**config.mk**
```make
export PLATFORM = sky130hd
export DESIGN_NAME = router_ctrl
export DESIGN_NICKNAME = d
export VERILOG_FILES = /design/src/rtl/router_ctrl.sv
export SDC_FILE = /design/constraint.sdc
export NUM_CORES = 1
export LEC_CHECK = 0
export CAP_MARGIN = 20
export CORE_ASPECT_RATIO = 0.7
export CORE_MARGIN = 1
export CORE_UTILIZATION = 52
export CTS_CLUSTER_DIAMETER = 80
export DETAILED_ROUTE_END_ITERATION = 16
export PLACE_DENSITY = 0.85
export SLEW_MARGIN = 20
export SYNTH_ARGS = -nofsm -noshare
export SYNTH_HDL_FRONTEND = slang
export SYNTH_SLANG_ARGS = --single-unit
```
**constraint.sdc**
```tcl
create_clock -name clk -period 2.8 [get_ports clk]
set_clock_uncertainty 0.1 [all_clocks]
set_input_delay 0.56 -clock clk [delete_from_list [all_inputs] [get_ports clk]]
set_output_delay 0.56 -clock clk [all_outputs]
set_load 0.02 [all_outputs]
```
**src/rtl/router_ctrl.sv**
```systemverilog
// router_ctrl: packet router FSM steering bytes into one of three output FIFOs,
// with per-port timeout soft reset of FIFOs the destination fails to drain.
module router_ctrl #(
  parameter int TIMEOUT = 30
) (
  input  logic       clk,
  input  logic       rst,
  input  logic       pkt_valid,
  input  logic [1:0] data_in,
  input  logic [2:0] fifo_full,
  input  logic [2:0] fifo_empty,
  input  logic [2:0] read_enb,
  input  logic       parity_done,
  input  logic       low_pkt_valid,
  output logic       detect_add,
  output logic       lfd_state,
  output logic       ld_state,
  output logic       laf_state,
  output logic       full_state,
  output logic       rst_int_reg,
  output logic       write_enb_reg,
  output logic       busy,
  output logic [2:0] write_enb,
  output logic       fifo_full_sel,
  output logic [2:0] vld_out,
  output logic [2:0] soft_reset
);
  localparam int CW = $clog2(TIMEOUT + 1);
  typedef enum logic [2:0] {
    DECODE_ADDRESS, WAIT_TILL_EMPTY, LOAD_FIRST_DATA, LOAD_DATA,
    FIFO_FULL_STATE, LOAD_AFTER_FULL, LOAD_PARITY, CHECK_PARITY_ERROR
  } state_t;
  state_t state, next;
  logic [1:0] addr_reg;
  logic [3:0] empty_x, full_x, sr_x;
  logic [2:0] stall;
  logic [CW-1:0] cnt [3];
  // Pad to four entries so address 3 indexes a defined (zero) bit
  assign empty_x = {1'b0, fifo_empty};
  assign full_x = {1'b0, fifo_full};
  assign sr_x = {1'b0, soft_reset};
  assign fifo_full_sel = full_x[addr_reg];
  assign vld_out = ~fifo_empty;
  assign stall = vld_out & ~read_enb;
  always_comb begin
    next = state;
    case (state)
      DECODE_ADDRESS:     if (pkt_valid && data_in != 2'd3) next = empty_x[data_in] ? LOAD_FIRST_DATA : WAIT_TILL_EMPTY;
      WAIT_TILL_EMPTY:    if (empty_x[addr_reg]) next = LOAD_FIRST_DATA;
      LOAD_FIRST_DATA:    next = LOAD_DATA;
      LOAD_DATA:          next = fifo_full_sel ? FIFO_FULL_STATE : (!pkt_valid ? LOAD_PARITY : LOAD_DATA);
      FIFO_FULL_STATE:    if (!fifo_full_sel) next = LOAD_AFTER_FULL;
      LOAD_AFTER_FULL:    next = parity_done ? DECODE_ADDRESS : (low_pkt_valid ? LOAD_PARITY : LOAD_DATA);
      LOAD_PARITY:        next = CHECK_PARITY_ERROR;
      CHECK_PARITY_ERROR: next = fifo_full_sel ? FIFO_FULL_STATE : DECODE_ADDRESS;
    endcase
    if (state != DECODE_ADDRESS && sr_x[addr_reg]) next = DECODE_ADDRESS;
  end
  always_ff @(posedge clk or posedge rst)
    if (rst) begin
      state <= DECODE_ADDRESS;
      addr_reg <= 2'd0;
    end else begin
      state <= next;
      if (state == DECODE_ADDRESS && next != DECODE_ADDRESS) addr_reg <= data_in;
    end
  always_ff @(posedge clk or posedge rst)
    if (rst) begin
      for (int i = 0; i < 3; i++) cnt[i] <= '0;
      soft_reset <= 3'b000;
    end else begin
      for (int i = 0; i < 3; i++) begin
        soft_reset[i] <= stall[i] && cnt[i] == CW'(TIMEOUT - 1);
        cnt[i] <= (stall[i] && cnt[i] != CW'(TIMEOUT - 1)) ? cnt[i] + CW'(1) : '0;
      end
    end
  assign detect_add = state == DECODE_ADDRESS;
  assign lfd_state = state == LOAD_FIRST_DATA;
  assign ld_state = state == LOAD_DATA;
  assign laf_state = state == LOAD_AFTER_FULL;
  assign full_state = state == FIFO_FULL_STATE;
  assign rst_int_reg = state == CHECK_PARITY_ERROR;
  assign write_enb_reg = ld_state || laf_state || state == LOAD_PARITY;
  assign busy = !(detect_add || ld_state);
  assign write_enb = write_enb_reg ? 3'b001 << addr_reg : 3'b000;
endmodule

```
==> impl_metrics.csv <==
group,metric,value,unit
status,status,"finished, final reports clean",
die,core_area,0.00228,mm^2
pwr,power,1.30,mW
hold_path,hold_path.startpoint,"cnt[5]",
pwr,intPower,0.766,mW
timing,rsz0062_at_grt,"false",
finish,reg_top3,"cnt (15), soft_reset (3), state (3)",
pwr,pwr-share-clk,11.6,%
finish,seqCellArea,577,um^2
grt,grt_pass1_vias,1078,
clock_tree,cts_sinks,23,
die,fp.dieH,44.2,um
detailed_routing,via_count,1089,
worst_setup_path,startpoint,"state[0]",
pwr,vdd_drop_max,0.397,mV
worst_setup_path,worstPathRequired,2.14,ns
logic_synthesis,async_flop_share,100,%
placed_design,hpwl,2230,um
finish,final_cell_count_no_fill,203,
worst_setup_path,worstPathArrival,2.00,ns
detailed_routing,wirelength,2880,um
detailed_routing,drtAntennaViolNets,0,
flow_run,drv_cap,0,
timing,setup_tns,0,ns
pwr,p_sw_share,41.0,%
worst_setup_path,endpoint_kind,"output port",
logic_synthesis,synth.area.top_cells,"dfrtp_1, nor2_1, ha_1, xor2_1, buf_6",
worst_setup_path,critPathSlowestCell,"dfrtp_1",
timing,finalSetupViolations,0,
detailed_routing,viasPerCell,5.36,
grt,antenna_found_initial,0,
timing,slew_headroom,43.4,%
timing,layout_setup_ws,0.138,ns
finish,syn2layout_area_growth,27.3,%
die,num_rows,14,
finish,nFillCells,184,
timing,period_share,95.1,%
clock_tree,cts_buffers,3,
logic_synthesis,yosysSeqAreaShare,43.6,%
detailed_routing,first_iter_violations,48,
worst_setup_path,crit_type,"reg -> out",
detailed_routing,drc,0,
logic_synthesis,synth_area,0.00132,mm^2
clock_tree,max-clock-path-buffers,2,
grt,gr-total-overflow,0,
timing,slew_violations,0,
worst_setup_path,cp-start-kind,"flop",
pwr,pwr-share-comb,52.6,%
die,initial_core_util,58.0,%
timing,fin_hold_ws,0.404,ns
pwr,power.density,772,mW/mm^2
pwr,switching_power,0.533,mW
finish,postLayoutCoreUtil,73.8,%
clock_tree,hold_buffers,0,
die,io-pin-count,34,
grt,grt.total_usage,23.8,%
finish,largest-register,"cnt",
logic_synthesis,syn-num-nets,159,
logic_synthesis,syn_inst,137,
logic_synthesis,synth_area_leader_cell,"dfrtp_1",
finish,drive_gt1_share,8.77,%
logic_synthesis,yosysTopAreaCellShare,43.6,%
clock_tree,cts_tree,"yes",
die,die_x,62.3,um
logic_synthesis,synth_most_common_cell,"nor2_1",
timing,worst_pin_slew,0.848,ns
placed_design,finalWeightedCongestion,0.844,
clock_tree,cts_root_buffer,"clkbuf_4",
grt,grt_start_max_net_pins,24,
clock_tree,clkLatencyLatePin,0.31,ns
worst_setup_path,worstPathMaxFanout,12,
clock_tree,clk_pin_slew,0.12,ns
finish,layout.nets,194,
finish,insertedDiodeCount,0,
timing,max_freq,376,MHz
detailed_routing,drtPass1Iterations,4,
logic_synthesis,synth_flop_cell,"dfrtp_1",
logic_synthesis,ys_ff_latch,23,
pwr,power_frac_seq,35.9,%
worst_setup_path,critPathMaxStageDelay,0.59,ns
hold_path,min_path_type,"reg -> reg",
logic_synthesis,avgSynthCellArea,9.64,um^2
logic_synthesis,synth-edff-count,0,
placed_design,pre_cts_slack,0.205,ns
placed_design,placed_cell_area,0.00165,mm^2
logic_synthesis,synth_cell_type_count,37,
die,die-area,0.00275,mm^2
grt,grt_pass1_wl,4980,um
timing,period_minus_slack,2.66,ns
logic_synthesis,synth_commonest_cells,"nor2_1, dfrtp_1, inv_1",
finish,largest_register_ffs,15,
detailed_routing,wire_per_inst,14.2,um
clock_tree,htree_num_levels,1,
logic_synthesis,yosysWarnings,0,
finish,fin_area,0.00168,mm^2
placed_design,io_buffers,33,
finish,multi_input_area,648,um^2
timing,hold_viol,0,
pwr,p_leak,0.754,nW
placed_design,dpl.cell_count,199,
worst_setup_path,r2r-start,"addr_reg[1]",
worst_setup_path,crit_chain,"a21oi_1, a21o_1, inv_1, and3_2, clkdlybuf4s50_1",
==> cell families after synthesis <==
group,synth area share [%]
adder cells (fa/ha/maj),5.68
AND/OR/NAND/NOR,22.8
buffers and inverters,7.39
AO/OA/AOI/OAI,8.81
XOR/XNOR,6.63
flip-flops,43.6
multiplexers,5.11
==> worst max-delay path, delay by kind of cell (launching register included) <==
kind	cells	cell delay (ns)
buffers and inverters	2	0.66
flip-flops	1	0.59
AO/OA/AOI/OAI	2	0.27
AND/OR/NAND/NOR	1	0.17
==> layout make-up <==
| class | instances | area share (%) |
|---|---|---|
| multi-input cells | 97 | 38.5 |
| flip-flops and latches | 23 | 34.3 |
| repair buffers | 35 | 20.5 |
| inverters | 12 | 2.68 |
| well taps | 32 | 2.38 |
| clock buffers | 4 | 1.56 |
==> routing by layer <==
| layer | track usage [%] | routed length, um | vias to the layer above |
|---|---|---|---|
| li1 | - | - | 530 |
| met5 | 0 | 0 | - |
| met1 | 29.5 | 1280 | 529 |
| met2 | 43.7 | 1450 | 28 |
| met4 | 5.58 | 12 | 0 |
| met3 | 4.90 | 127 | 2 |
==> power by group through the flow <==
stage | logic (mW) | registers [mW] | clock network, mW
6_report | 0.682 | 0.466 | 0.151
5_1_grt | 0.733 | 0.475 | 0.168
4_1_cts | 0.684 | 0.461 | 0.154
3_5_place_dp | 0.682 | 0.468 | 0
3_3_place_gp | 0.656 | 0.463 | 0
2_1_floorplan | 0.522 | 0.405 | 0
==> path summary, 6_finish.rpt <==
kind	endpoint	slack, ns	cells past startpoint
max	write_enb[2]	0.14	5
min	cnt[5]	0.40	1
max reg2reg	state[1]	1.02	4
min reg2reg	cnt[5]	0.40	1
max in group asynchronous	state[1]	1.41	2
min in group asynchronous	addr_reg[1]	0.62	2
==> placed cells by master (no fill, tap or decap), types with 2 or more instances in the layout <==
cell | Yosys | routed
nand3b_1 | 2 | 2
xnor2_1 | 4 | 4
nand2_1 | 8 | 8
mux2_2 | 2 | 2
a21oi_1 | 2 | 2
buf_4 | 1 | 2
nand3_1 | 6 | 6
mux2i_1 | 3 | 3
dfrtp_1 | 23 | 22
nor2b_1 | 2 | 2
clkbuf_4 | 0 | 3
nor2_1 | 24 | 24
xor2_1 | 6 | 6
ha_1 | 6 | 6
inv_1 | 12 | 12
clkdlybuf4s50_1 | 0 | 33
nor3_1 | 6 | 6
nand4_1 | 3 | 3
and3_1 | 3 | 3
o21ai_0 | 2 | 2
==> repair_timing <==
action / CTS / global route
buffers inserted: 0 / 0
setup endpoints to repair: 0 / 1
resized for setup: 0 / 1
No activity file was read; power rests on OpenSTA's default activity.
